File: src/rtl/shift_exec_stage.sv
// Two-stage pipelined shift execute unit: S1 latches operands and shift count,
// S2 registers the rotate/shift/SLBI/BTR result with its dest tag and zero flag.
module shift_exec_stage #(
    parameter int unsigned TAG_W = 3
) (
    input  logic             clk,
    input  logic             rst,
    input  logic             flush,
    input  logic             in_valid,
    output logic             in_ready,
    input  logic [1:0]       in_mode,
    input  logic [1:0]       in_op,
    input  logic [15:0]      in_rs,
    input  logic [15:0]      in_rt,
    input  logic [7:0]       in_imm,
    input  logic [TAG_W-1:0] in_dst,
    output logic             out_valid,
    input  logic             out_ready,
    output logic [15:0]      out_data,
    output logic [TAG_W-1:0] out_dst,
    output logic             out_zero
);

    localparam int unsigned DW = 16;
    localparam int unsigned CW = 4;

    logic [1:0]       s1_mode;
    logic [1:0]       s1_op;
    logic [DW-1:0]    s1_rs;
    logic [CW-1:0]    s1_cnt;
    logic [7:0]       s1_imm;
    logic [TAG_W-1:0] s1_dst;
    logic             s1_v;
    logic             s2_v;

    logic             adv2;
    logic             accept;
    logic [2*DW-1:0]  rol2;
    logic [2*DW-1:0]  ror2;
    logic [DW-1:0]    shifted;
    logic [DW-1:0]    rev;
    logic [DW-1:0]    result;

    // Ready depends only on pipeline occupancy and out_ready, never on in_valid.
    assign adv2      = s1_v && (!s2_v || out_ready);
    assign in_ready  = !rst && (!s1_v || adv2);
    assign accept    = in_valid && in_ready;
    assign out_valid = s2_v;

    // Operand register; the count is resolved here so S2 only sees 4 bits.
    always_ff @(posedge clk) begin
        if (accept) begin
            s1_mode <= in_mode;
            s1_op   <= in_op;
            s1_rs   <= in_rs;
            s1_cnt  <= (in_mode == 2'b00) ? in_rt[CW-1:0] : in_imm[CW-1:0];
            s1_imm  <= in_imm;
            s1_dst  <= in_dst;
        end
    end

    // Rotates come from the doubled operand so one shifter serves both directions.
    always_comb begin
        rol2    = {s1_rs, s1_rs} << s1_cnt;
        ror2    = {s1_rs, s1_rs} >> s1_cnt;
        shifted = s1_rs;
        rev     = '0;
        result  = s1_rs;
        case (s1_op)
            2'b00:   shifted = rol2[2*DW-1:DW];
            2'b01:   shifted = s1_rs << s1_cnt;
            2'b10:   shifted = ror2[DW-1:0];
            default: shifted = s1_rs >> s1_cnt;
        endcase
        for (int i = 0; i < 16; i++) begin
            rev[i] = s1_rs[15-i];
        end
        case (s1_mode)
            2'b10:   result = {s1_rs[7:0], s1_imm};
            2'b11:   result = rev;
            default: result = shifted;
        endcase
    end

    // Valid bits: reset beats flush, flush beats a same-cycle accept.
    always_ff @(posedge clk) begin
        if (rst || flush) begin
            s1_v <= 1'b0;
            s2_v <= 1'b0;
        end else begin
            if (accept) begin
                s1_v <= 1'b1;
            end else if (adv2) begin
                s1_v <= 1'b0;
            end
            if (adv2) begin
                s2_v <= 1'b1;
            end else if (out_ready) begin
                s2_v <= 1'b0;
            end
        end
    end

    // Result register holds while stalled downstream.
    always_ff @(posedge clk) begin
        if (rst) begin
            out_data <= '0;
            out_dst  <= '0;
            out_zero <= 1'b0;
        end else if (adv2) begin
            out_data <= result;
            out_dst  <= s1_dst;
            out_zero <= (result == '0);
        end
    end

endmodule

File: config.mk
export PLATFORM = sky130hd
export DESIGN_NAME = shift_exec_stage
export DESIGN_NICKNAME = d
export VERILOG_FILES = /design/src/rtl/shift_exec_stage.sv
export SDC_FILE = /design/constraint.sdc
export NUM_CORES = 1
export LEC_CHECK = 0
export CAP_MARGIN = 25
export CORE_UTILIZATION = 37
export CTS_CLUSTER_DIAMETER = 120
export CTS_CLUSTER_SIZE = 40
export DETAILED_ROUTE_END_ITERATION = 7
export GPL_TIMING_DRIVEN = 0
export HOLD_SLACK_MARGIN = 0.1
export PLACE_DENSITY = 0.6
export SETUP_SLACK_MARGIN = 0.1
export SYNTH_ARGS = -nofsm -noshare
export SYNTH_HDL_FRONTEND = slang
export SYNTH_SLANG_ARGS = --single-unit
File: constraint.sdc
create_clock -name clk -period 7.45 [get_ports clk]
set_input_delay 2.235 -clock clk [delete_from_list [all_inputs] [get_ports clk]]
set_output_delay 2.235 -clock clk [all_outputs]
set_load 0.05 [all_outputs]
== Word level (Yosys, flattened, before mapping) ==
Cells that the tools add are included.

* ROM bits: 0
* Word-level logic and storage cells: 40
* Latch bits: 0
* Register bits: 57
* Memory bits (writable): 0
* Memories kept: 0
* Input bits: 52

* Order comparisons: 0
* Muxes and demuxes: 7
* Reductions and logical operators: 14
* Add/sub/neg operators: 0
* Bitwise operators: 0
* Divide/modulo/power cells: 0
* Equality and inequality tests: 4
* Shifts and indexed selects: 4
* Multipliers: 0

{| class="wikitable"
|+ Operators by type and width
! kind !! count
|-
| case mux 16 bit (3 select lines) || 1
|-
| case mux 16 bit (2 select lines) || 1
|-
| left shift 32 x 4 -> 32 bit || 1
|-
| right shift 32 x 4 -> 16 bit || 1
|-
| logical NOT 16 bit || 1
|-
| left shift 16 x 4 -> 16 bit || 1
|-
| right shift 16 x 4 -> 16 bit || 1
|-
| == test 2 bit (second input constant) || 3
|-
| logical NOT 2 bit || 2
|-
| two-way mux 1 bit || 4
|-
| two-way mux 4 bit || 1
|-
| nonzero test 2 bit || 2
|-
| logical AND 1 bit || 3
|-
| logical NOT 1 bit || 3
|-
| logical OR 1 bit || 3
|-
| == test 2 x 1 -> 1 bit (second input constant) || 1
|}

== Depth between registers and ports, before layout ==
Gate-level depths: netlist (run 1).

* Depth in word-level cells: 7
* Gate-level depth with buffers: 12

== Least setup slack after synthesis (run 1) ==
OpenSTA, ideal clock, no wires.

* Path type: input to output
* Start: input port rst
* End: output port in_ready
* Required time: 5.215 ns
* Setup slack: 2.000 ns
* Path buffers: 1
* Data arrival time: 3.215 ns
* Cell stages on the path: 2
* Path through: clkbuf_1 a21oi_1

* Cells in the longest elaborated chain, start to end: 2

{| class="wikitable"
|+ Ends and longest elaborated chain
! what !! RTL line !! text
|-
| start, declared || 7 || <nowiki>input logic rst,</nowiki>
|-
| logical NOT 1 bit || 46 || <nowiki>assign in_ready = !rst && (!s1_v || adv2);</nowiki>
|-
| logical AND 1 bit || 46 ||
|-
| end, declared || 10 || <nowiki>output logic in_ready,</nowiki>
|}

No other way between the ends.

== Final worst setup path (run 1) ==
Same ends and word-level chain as after synthesis.

==> Implementation_results.wiki, run 1 <==
{| class="wikitable"
! Metric !! Value
|-
| Highest attainable clock frequency || 162 MHz
|-
| Die Wd || 109 um
|-
| Via-to-Cell Ratio || 6.11
|-
| Start point of the worst hold path || out_data[9]
|-
| Number of enable-type register cells in the synthesized netlist || 35
|-
| Maximum number of pins on one net before global-route repair || 36
|-
| Cell area after technology mapping || 4270 um^2
|-
| Overflow left after global routing || 0
|-
| Routed Wire Length || 14500 um
|-
| Setup repair after global routing missed its margin || false
|-
| Kind of capture point of the worst setup path || output pin
|-
| Vias || 3989
|-
| Buffers plus inverters on the worst setup path || 3
|-
| Final ANT Viol Nets || 0
|-
| Number of sinks handled by clock tree synthesis || 57
|-
| Async set or reset register ratio after synthesis || 0
|-
| Die area || 12000 um^2
|-
| Average size of a mapped cell || 9.79 um^2
|-
| Slowest cell on the critical path || clkdlybuf4s50_1
|-
| Placed instance area || 5060 um^2
|-
| Internal cell power || 0.743 mW
|-
| Synth warn || 0
|-
| Area of the core region || 11000 um^2
|-
| Power Density || 204 nW/um^2
|-
| Most common cell type on the critical path || clkdlybuf4s50_1
|-
| Area of the multi-input gates || 2550 um^2
|-
| Wire length of the first global-routing pass || 22400 um
|-
| Post-Place Setup Slack || 1.25 ns
|-
| Tmin final || 6.18 ns
|-
| Register area share after synthesis || 0.349
|-
| Resized Gates After CTS || 0
|-
| Data arrival at the endpoint of the critical path || 3.95 ns
|-
| Post-CTS Repair Setup Buffers || 0
|-
| Outcome || finished, final reports clean
|-
| Cells after Synth || 436
|-
| Total track usage || 0.257
|-
| Max-cap check violation count || 0
|-
| Critical path class || in -> out
|-
| Register cell area after layout || 1490 um^2
|-
| Setup clock skew after layout || 0.00513 ns
|-
| Post-synth top area share || 0.246
|-
| Part of the total power dissipated in sequential elements || 0.343
|-
| Layout cells sized above 1 || 0.144
|-
| Weighted congestion at the end of routability-driven global placement || 0.978
|-
| Worst-path fanout max || 10
|-
| Flip-flop and latch count after synthesis || 57
|-
| Period Utilization, post-route || 0.830
|-
| Vert. Die Dim || 109 um
|-
| Number of setup violations in the final report || 0
|-
| Area added between synthesis and finish || 25.4%
|-
| Hold buffer count at CTS || 0
|-
| Site Rows || 38
|-
| Slew of the pin with the lowest slew margin || 0.828 ns
|-
| Top area cells in the synthesized netlist || edfxtp_1 25%, mux4_2 11%, dfxtp_1 10%, mux2i_1 8.9%, mux2_2 5.0%
|-
| Average wire length per cell after detail routing || 22.2 um
|-
| IR Drop Worst-Case VDD || 0.103 mV
|-
| Clock tree from TritonCTS || built
|-
| Switching Fraction || 0.319
|-
| Worst Setup Slack, final || 1.27 ns
|-
| Launch point of the worst path || rst
|-
| Worst min-delay path category || reg -> reg
|-
| Clock buffers created by TritonCTS || 9
|-
| Highest-count cells in the layout ignoring fill and taps || 61 x clkdlybuf4s50_1, 53 x nand2_1, 38 x mux2i_1, 35 x edfxtp_1, 33 x nor2_1
|-
| Setup TNS || 0 ns
|-
| Unique cell type count in the Yosys netlist || 62
|-
| Detailed Route Iter0 Violations || 313
|-
| DRC || 0
|-
| Top-Level Pins || 74
|-
| Insertion delay to the later sink of the worst-skew pair || 0.32 ns
|-
| Largest stage delay on the critical path || 0.83 ns
|-
| CTS Root Cell || clkbuf_16
|-
| I/O Buffers || 61
|-
| Vias in the first global route || 3916
|-
| N_diodes || 0
|-
| Post-route non-filler standard cell count || 653
|-
| Post-synth top area cell || edfxtp_1
|-
| Design area || 5350 um^2
|-
| Cell family with the largest share of critical-path delay || buffers and inverters
|-
| Final-report hold violation count || 0
|-
| Cells traversed along the worst timing path || clkdlybuf4s50_1 > clkbuf_1 > a21oi_1 > clkdlybuf4s50_1
|-
| Number of antenna violations at the first check in global routing || 0
|-
| H-tree depth || 3
|-
| Half-perimeter wire length after placement || 10700 um
|-
| Pleak || 1.95 nW
|-
| Detailed-routing iteration count for the pre-antenna-repair pass || 5
|-
| CTS max path bufs || 2
|-
| Initial standard-cell utilization of the core || 0.387
|-
| Number of pins with negative max-slew slack in the final report || 0
|-
| Combinational Power Share || 0.279
|-
| # placed instances || 637
|-
| Most common cell after layout, fill and taps aside || clkdlybuf4s50_1
|-
| Switching power of the nets || 0.348 mW
|-
| Reg2Reg Launch Point || s1_cnt[0]
|-
| Fill cell total of the finished layout || 1044
|-
| Post-CTS clock slew at the launch and capture registers of the worst setup and hold paths || 0.06 ns
|-
| Startpoint type of the worst setup path || input port
|-
| CP Data Required Time || 5.22 ns
|-
| Max-Slew Margin vs Limit || 0.448
|-
| Synthesized netlist net count || 488
|-
| Prevailing post-synth register cell || edfxtp_1
|-
| Clock share of power || 0.377
|-
| Final layout net count || 560
|}
## stage by stage
stage	total power, mW	utilization	hold slack, ns
finish	1.09	0.485	0.456
global route	1.13	0.485	0.482
CTS	1.09	0.485	0.459
detailed placement	0.676	0.458	0.451
global placement	0.679	0.458	0.447
floorplan	0.574	-	0.471
## cell type report
type | count | area share
flip-flops and latches | 57 | 0.279
clock buffers | 9 | 0.0421
well taps | 140 | 0.0327
inverters | 8 | 0.00561
multi-input cells | 330 | 0.477
clock inverters | 7 | 0.0133
repair buffers | 61 | 0.114
plain buffers | 41 | 0.0367
## state kept, by name, indices dropped and copies added, names as in the netlist
name	cells
out_zero	1
s1_dst	3
s1_cnt	4
s1_op	2
s1_rs	16
s1_imm	8
out_data	16
out_valid	1
s1_mode	2
s1_v	1
out_dst	3
## metal layers
metal  share of wire  vias up  routed length (um)  global-route usage
li1                -     1808                   -                   -
met1            0.44     1925                6410               0.361
met2            0.45      216                6470               0.377
met3           0.078       40                1130              0.0605
met4           0.034        0                 497               0.104
met5               0        -                   0                   0
## worst min-delay path, cell delays in order, from the launching register on
cell     delay [ns]
dfxtp_1        0.31
nand2_1        0.05
a21oi_1        0.05
## final timing paths
| path | endpoint | depth (start not counted) | slack (ns) |
|---|---|---|---|
| worst max-delay path | in_ready | 4 | 1.27 |
| worst max register to register | out_zero | 10 | 4.24 |
| worst min register to register | out_data[9] | 2 | 0.46 |
| worst min-delay path | out_data[9] | 2 | 0.46 |
## cell usage after synthesis, types with 3 or more instances
cell      instances
nand2_1          53
mux2i_1          38
edfxtp_1         35
nor2_1           33
a21oi_1          28
clkbuf_1         26
dfxtp_1          22
mux4_2           20
mux2_2           19
o21ai_0          15
a211oi_1          9
buf_2             9
nand2b_1          9
o22ai_1           8
nand3_1           7
nor2b_1           7
inv_1             6
o21ai_1           6
nor3_1            5
a22oi_1           4
a31oi_1           4
and2_1            4
and3_1            4
a211o_1           3
and3b_1           3
mux4_1            3
nand3b_1          3
o211a_1           3
o211ai_1          3
o221ai_1          3
o311ai_0          3
## cell families after synthesis
logic type | Yosys count | share of synthesized area
and+or+nand+nor | 136 | 0.152
AOI/OAI and AO/OA | 113 | 0.180
muxes | 81 | 0.266
DFF | 57 | 0.349
buffers and inverters | 49 | 0.0530
## power by group through the flow
stage               combinational (mW)  clock [mW]  sequential, mW
global placement                 0.299           0           0.380
detailed placement               0.296           0           0.381
global route                     0.323       0.434           0.377
finish                           0.305       0.412           0.375
floorplan                        0.185           0           0.389
CTS                              0.298       0.419           0.374
Power figures use the tool's default switching activity.
==> run 2: changes to the inputs <==
==> constraint.sdc (replaced) <==
create_clock -name clk -period 6.42 [get_ports clk]
set_input_delay 1.926 -clock clk [delete_from_list [all_inputs] [get_ports clk]]
set_output_delay 1.926 -clock clk [all_outputs]
set_load 0.05 [all_outputs]
==> results of run 2 <==
Same layout as run 1 (identical final DEF). Status: finished, final reports clean.
Among the figures that moved: setup slack after placement 1.25 ns -> 0.838 ns; setup slack after layout 1.27 ns -> 0.854 ns; register-to-register setup slack 4.24 ns -> 3.21 ns; total power 1.09 mW -> 1.27 mW; worst IR drop on VDD 0.103 mV -> 0.119 mV
==> run 3: changes to the inputs <==
--- a/config.mk
+++ b/config.mk
@@ -5,7 +5,7 @@
 export SDC_FILE = /design/constraint.sdc
 export NUM_CORES = 1
 export LEC_CHECK = 0
-export CAP_MARGIN = 25
+export CAP_MARGIN = 0
 export CORE_UTILIZATION = 37
 export CTS_CLUSTER_DIAMETER = 120
 export CTS_CLUSTER_SIZE = 40
==> results of run 3 <==
Same layout as run 1 (identical final DEF). Status: finished, final reports clean.
Among the figures that moved: setup slack after placement 1.25 ns -> 0.838 ns; setup slack after layout 1.27 ns -> 0.854 ns; register-to-register setup slack 4.24 ns -> 3.21 ns; total power 1.09 mW -> 1.27 mW; worst IR drop on VDD 0.103 mV -> 0.119 mV
